## src/rtl/prog_count_mc.sv

```systemverilog
// Multi-channel programmable counter bank: NCH free-running WIDTH-bit counters with a
// valid/ready ADD/LOAD/SUB/CLEAR command port. Define SATURATE_EN for clamping instead of wrap.
module prog_count_mc #(
  parameter int WIDTH = 5,
  parameter int NCH   = 2,
  parameter int STEP  = 1,
  localparam int CHW  = (NCH > 1) ? $clog2(NCH) : 1
) (
  input  logic                   CLK,
  input  logic                   RST,
  input  logic [NCH-1:0]         run,
  input  logic                   cmd_valid,
  output logic                   cmd_ready,
  input  logic [1:0]             cmd_op,
  input  logic [CHW-1:0]         cmd_ch,
  input  logic [WIDTH-1:0]       cmd_data,
  output logic [NCH*WIDTH-1:0]   out_num,
  output logic [NCH-1:0]         ovf
);

  typedef enum logic [1:0] {
    OP_ADD   = 2'b00,
    OP_LOAD  = 2'b01,
    OP_SUB   = 2'b10,
    OP_CLEAR = 2'b11
  } op_e;

  typedef enum logic {
    S_IDLE,
    S_APPLY
  } state_e;

  localparam logic [WIDTH-1:0] STEP_W = WIDTH'(STEP);

  state_e           state_q, state_d;
  op_e              op_q;
  logic [CHW-1:0]   ch_q;
  logic [WIDTH-1:0] data_q;
  logic             accept;

  logic [WIDTH-1:0] cnt_q [NCH];
  logic [WIDTH-1:0] cnt_d [NCH];
  logic [NCH-1:0]   ovf_q, ovf_d;

  // Returns {overflow_event, next_value}; arithmetic is done one bit wider so the
  // top bit is the carry (ADD) or borrow (SUB).
  function automatic logic [WIDTH:0] next_val(input logic [WIDTH-1:0] cnt,
                                               input op_e              op,
                                               input logic [WIDTH-1:0] opnd);
    logic [WIDTH:0] r;
    logic [WIDTH:0] res;
    r   = '0;
    res = '0;
    case (op)
      OP_ADD: begin
        r = {1'b0, cnt} + {1'b0, opnd};
`ifdef SATURATE_EN
        res = r[WIDTH] ? {1'b1, {WIDTH{1'b1}}} : r;
`else
        res = r;
`endif
      end
      OP_SUB: begin
        r = {1'b0, cnt} - {1'b0, opnd};
`ifdef SATURATE_EN
        res = r[WIDTH] ? {1'b1, {WIDTH{1'b0}}} : r;
`else
        res = r;
`endif
      end
      OP_LOAD:  res = {1'b0, opnd};
      OP_CLEAR: res = '0;
      default:  res = '0;
    endcase
    return res;
  endfunction

  assign cmd_ready = (state_q == S_IDLE) && !RST;
  assign accept    = cmd_valid && cmd_ready;

  // NOTE: every signal driven from always_comb gets a default first so no path leaves it unassigned (no latch).
  always_comb begin
    state_d = state_q;
    case (state_q)
      S_IDLE:  if (accept) state_d = S_APPLY;
      S_APPLY: state_d = S_IDLE;
      default: state_d = S_IDLE;
    endcase
  end

  // NOTE: sequential state uses non-blocking assignments so every register samples pre-edge values.
  always_ff @(posedge CLK) begin
    if (RST) begin
      state_q <= S_IDLE;
      op_q    <= OP_ADD;
      ch_q    <= '0;
      data_q  <= '0;
    end else begin
      state_q <= state_d;
      if (accept) begin
        op_q   <= op_e'(cmd_op);
        ch_q   <= cmd_ch;
        data_q <= cmd_data;
      end
    end
  end

  // A command aimed at a channel index >= NCH matches no channel and is dropped.
  always_comb begin
    logic [WIDTH:0] r;
    r     = '0;
    ovf_d = '0;
    for (int k = 0; k < NCH; k++) begin
      cnt_d[k] = cnt_q[k];
      if ((state_q == S_APPLY) && (int'(ch_q) == k)) begin
        r        = next_val(cnt_q[k], op_q, data_q);
        cnt_d[k] = r[WIDTH-1:0];
        ovf_d[k] = r[WIDTH];
      end else if (run[k]) begin
        r        = next_val(cnt_q[k], OP_ADD, STEP_W);
        cnt_d[k] = r[WIDTH-1:0];
        ovf_d[k] = r[WIDTH];
      end
    end
  end

  always_ff @(posedge CLK) begin
    if (RST) begin
      for (int k = 0; k < NCH; k++) cnt_q[k] <= '0;
      ovf_q <= '0;
    end else begin
      for (int k = 0; k < NCH; k++) cnt_q[k] <= cnt_d[k];
      ovf_q <= ovf_d;
    end
  end

  for (genvar g = 0; g < NCH; g++) begin : g_out
    assign out_num[g*WIDTH +: WIDTH] = cnt_q[g];
  end

  assign ovf = ovf_q;

endmodule
```

## config.mk

```make
export PLATFORM = sky130hd
export DESIGN_NAME = prog_count_mc
export DESIGN_NICKNAME = d
export VERILOG_FILES = /design/src/rtl/prog_count_mc.sv
export SDC_FILE = /design/constraint.sdc
export NUM_CORES = 1
export LEC_CHECK = 0
export CAP_MARGIN = 15
export CORE_MARGIN = 5
export CORE_UTILIZATION = 50
export CTS_BUF_LIST = sky130_fd_sc_hd__clkbuf_4
export CTS_CLUSTER_DIAMETER = 200
export DETAILED_ROUTE_END_ITERATION = 10
export PLACE_DENSITY = 0.84
export SLEW_MARGIN = 20
export SYNTH_ARGS = -nofsm -noshare
export SYNTH_HDL_FRONTEND = slang
export SYNTH_SLANG_ARGS = --single-unit
```

## constraint.sdc

```tcl
create_clock -name CLK -period 3.7 [get_ports CLK]
set_clock_uncertainty 0.2 [all_clocks]
set_input_delay 0.37 -clock CLK [delete_from_list [all_inputs] [get_ports CLK]]
set_output_delay 0.37 -clock CLK [all_outputs]
set_load 0.05 [all_outputs]
```

### Yosys cells after proc, flatten, opt, wreduce, memory -nomap -nowiden

Memory sizes are Yosys's and may differ from the RTL's.
Cells that the tools add are included.

* output and inout port bits: 13
* word-level logic and storage cells: 42
* bits in registers: 11
* RAM bits: 10
* memories kept: 1

Memories
* cnt_q: depth 2, width 5, rd ports 2, clocked after Yosys merged registers in 0, write ports 2, RTL line 41 `logic [WIDTH-1:0] cnt_q [NCH];`

* eq/ne operators: 3
* reductions and logical operators: 6
* mux-type cells: 17
* $add $sub $neg: 6
* bitwise operators: 4

Operators with widths (count)
* $pmux 6 s4: 2
* $mux 5: 6
* $add 5x1->6 const B: 2
* $add 5x5->6: 2
* $sub 5x5->6: 2
* $mux 1: 8
* $eq 2x2->1 const B: 2
* $logic_and 1x1->1: 4
* $eq 2x1->1 const B: 1
* $logic_not 2->1: 1
* $not 1->1: 2
* $or 1x1->1: 2
* $pmux 1 s2: 1
* $logic_not 1->1: 1

### Depth between registers and ports, before layout

* depth in word-level cells: 5
* depth in mapped cells: 12

### Least setup slack after synthesis

No wires, ideal clock.

* path type: reg-to-reg
* start point: reg data_q[0]
* end point: reg ovf_q[0], in the netlist ovf[0]
* setup time: 0.116 ns
* arrival time: 2.719 ns
* path buffers: 0
* clock period less this slack: 3.035 ns
* required time: 3.384 ns
* path slack: 0.665 ns
* stages on the path, launching flop included: 12
* cells stage by stage: dfxtp_1 > inv_1 > ha_1 > mux2i_1 > ha_1 > nor2b_1 > nor3_1 > o31ai_2 > maj3_2 > maj3_2 > xor2_1 > a31o_1

* word-level cells in the longest chain between the ends: 3

RTL lines
* from (decl): RTL line 38 `logic [WIDTH-1:0] data_q;`
* from (signal assigned): RTL line 103 `data_q <= cmd_data;`
* $sub 5x5->6 or $add 5x5->6 (tied branches): RTL line 64, 56
* $pmux 6 s4 *: RTL line 54 `case (op)`
* $mux 1 *: RTL line 115 `if ((state_q == S_APPLY) && (int'(ch_q) == k)) begin`
* to (signal assigned): RTL line 133 `ovf_q <= ovf_d;`
* to (decl): RTL line 43 `logic [NCH-1:0] ovf_q, ovf_d;`

Mark *: on every way between the ends. The rest lies on a longest branch, timed or not.
A chain may end at the register's enable or synchronous reset.

### Worst setup path after layout

* start point: reg op_q[1]
* end point: reg ovf_q[0], in the netlist ovf[0]

* word-level cells in the longest chain between the ends: 3

RTL lines
* from (decl): RTL line 36 `op_e op_q;`
* from (signal assigned): RTL line 101 `op_q <= op_e'(cmd_op);`
* $eq 2x2->1, or another cell as far along: RTL line 54
* $pmux 6 s4 *: RTL line 54
* $mux 1 *: RTL line 115

Marks and branches as above.

==> flow_metrics.py <==
metrics = {
    "critical_path": {
        "worst_path_largest_cell_delay_ns": 0.49,
        "cp_data_required_time_ns": 3.72,
        "arrival_ns": 3.28,
        "path_common_cell": "maj3_2",
        "path_max_fanout": 7,
        "critPathSlowestCell": "mux2i_1",
        "crit_path_start_kind": "register",
        "crit_chain": "nor2b_4, mux2i_1, ha_1, nor2b_1, nor3_1, o31ai_2, maj3_2, maj3_2, xor2_1, a31o_1",
        "endpoint_kind": "register",
        "worst-setup-path-type": "register to register",
    },
    "grt": {
        "grt_max_degree": 23,
        "grt-ovfl-total": 0,
        "use_met2_pct": 30.67,
        "gr-usage-met1_pct": 22.32,
        "grt_pass1_vias": 1332,
        "grt_pass1_wl_um": 6044,
        "grtUsageMet3_pct": 1.997,
        "antenna_found_initial": 0,
        "top_usage_layer": "met2",
        "track_usage_pct": 17.24,
    },
    "detailed_routing": {
        "wl_per_cell_um": 14.19,
        "drtIter0Drc": 55,
        "drc": 0,
        "vias": 1404,
        "dr.pass1.iters": 4,
        "ant_nets": 0,
        "wl_um": 3576,
        "post_drt_via_cell_ratio": 5.571,
    },
    "synth": {
        "synth_top_family_by_area": "compound AO/OA/AOI/OAI gates",
        "ys_seq_area_share_pct": 25.75,
        "ys_types": 49,
        "synth_compound_area_share_pct": 20.46,
        "synth_edf_count": 0,
        "synthFlopType": "dfxtp_1",
        "synthAdderAreaFrac_pct": 11.80,
        "yosys_warnings": 0,
        "synth_nets": 213,
        "syn_inst": 191,
        "muxShareOfSynthArea_pct": 3.678,
        "ys_ff_latch": 21,
        "synthXorXnorAreaFrac_pct": 13.10,
        "async_reset_ff_share_pct": 0,
        "netlist_area_um2": 1633,
        "synth.avg_cell_area_um2": 8.549,
        "yosys.area_share.simple_pct": 19.39,
    },
    "floorplanning": {
        "die_h_um": 67.15,
        "dieWidth_um": 67.15,
        "start_util_pct": 52.62,
        "coreArea_um2": 3103,
        "rows": 20,
        "die_area_um2": 4508,
        "ios": 26,
    },
    "timing": {
        "slew_violations": 0,
        "rsz0062_at_grt": "false",
        "worst-slew-pin-transition_ns": 0.5702,
        "finalCriticalPeriod_ns": 3.264,
        "fin_crit_sh_pct": 88.23,
        "relSlewSlack_pct": 61.91,
        "fin_setup_tns_ns": 0,
        "hold_violations": 0,
        "clock.fmax_mhz": 306.3,
        "setup_violations": 0,
    },
    "clocking": {
        "path_clk_slew_ns": 0.12,
        "clkLatencyLatePin_ns": 0.31,
        "cts.hold.buffers_added": 0,
        "cts_root_buf": "clkbuf_4",
        "clkSinkCount": 21,
        "postCtsResizedCells": 0,
        "cts_tree": "built",
        "post_cts_buffers": 0,
        "cts-buffers-inserted": 3,
        "h-tree-depth": 1,
        "cts_buffer_depth": 2,
    },
    "status": {
        "status": "finished, final reports clean",
    },
    "pwr": {
        "p_leak_nw": 0.6921,
        "ir_worst_vdd_mv": 0.2092,
        "power_density_nw_per_um2": 399.7,
        "finalPower_mw": 0.7652,
    },
    "cells_and_area": {
        "drive_above_1_share_pct": 8.654,
        "antenna_cells": 0,
        "mostFrequentLayoutCell": "clkdlybuf4s50_1",
        "final_nets": 231,
        "final_cell_mix": "25 x clkdlybuf4s50_1, 21 x dfxtp_1, 17 x nand2_1",
        "register_area_um2": 420.4,
        "syn2layout_area_growth_pct": 17.24,
        "multiInputGateArea_um2": 1117,
        "fillers": 286,
        "fin_util_pct": 61.69,
    },
    "placed_design": {
        "io_buffers": 25,
        "gp_congestion": 0.9614,
        "hpwl_um": 2727,
    },
    "worst_hold_path": {
        "hp-class": "register to register",
    },
    "flow_run": {
        "drv_cap": 0,
    },
}
## report_power, final
part	switching (mW)	internal, mW	leakage [nW]
sequential	0.0374	0.246	0.173
clock	0.0741	0.0494	0.0184
combinational	0.193	0.165	0.501
total	0.305	0.461	0.692
## logic make-up after synthesis
family,after synthesis
compound gates,49
fa+ha+maj,15
simple gates,57
mux,6
buf+inv,21
xor+xnor,22
flops,21
## critical path: cells and delay by family (launching register included)
family	cells	cell delay, ns
adders and majority gates	3	0.94
and+or+nand+nor	3	0.63
muxes	1	0.49
DFF	1	0.46
AOI/OAI and AO/OA	2	0.31
xor gates and xnor gates	1	0.14
## metal layers
layer / up-vias / share of wire (%)
met1: 644 / 46
met3: 2 / 5.5
li1: 717 / -
met4: 0 / 0.48
met5: - / 0
met2: 41 / 48
## final cells by class
cell class	instances	area share (%)
Clock buffer	4	1.569
Inverter	7	1.373
Multi-Input combinational cell	149	58.37
Sequential cell	21	21.96
Tap cell	44	2.876
Timing Repair Buffer	27	13.86
## metrics by stage
| stage | std cells | setup slack (ns) | instance area [um2] | hold WS [ns] |
|---|---|---|---|---|
| after global routing | 252 | 0.2430 | 1914 | 0.3637 |
| after CTS | 252 | 0.4328 | 1914 | 0.3292 |
| after detailed placement | 248 | 0.4615 | 1884 | 0.3071 |
| final | 252 | 0.4355 | 1914 | 0.3255 |
| after global placement | 248 | 0.5058 | 1884 | 0.3071 |
| after floorplan | 191 | 0.6652 | 1633 | 0.2780 |
## final timing paths
path                            cells after the start  slack [ns]    start     end
worst max-delay path                               10        0.44  op_q[1]  ovf[0]
worst min-delay path                                2        0.33     ch_q    ch_q
worst max register to register                     10        0.44  op_q[1]  ovf[0]
worst min register to register                      2        0.33     ch_q    ch_q
## synth_stat cells (5+ instances only)
cell type / n / share of area (%)
dfxtp_1: 21 / 26
a211oi_1: 6 / 2.8
xnor2_1: 11 / 5.9
nor2_1: 10 / 2.3
mux2i_1: 6 / 3.7
a221oi_1: 5 / 2.7
nand2b_1: 5 / 1.9
xor2_1: 9 / 4.8
inv_1: 7 / 1.6
clkbuf_1: 9 / 2.1
nand2_1: 17 / 3.9
o21ai_0: 16 / 4.9
a21oi_1: 6 / 1.8
ha_1: 7 / 5.4
## sequential cells by signal (all words and copies together) (netlist names)
| signal | cells |
|---|---|
| cnt_q | 10 |
| ch_q | 1 |
| ovf | 2 |
| state_q | 1 |
| data_q | 5 |
| op_q | 2 |
Note: power is estimated with default switching activity, not from simulation.
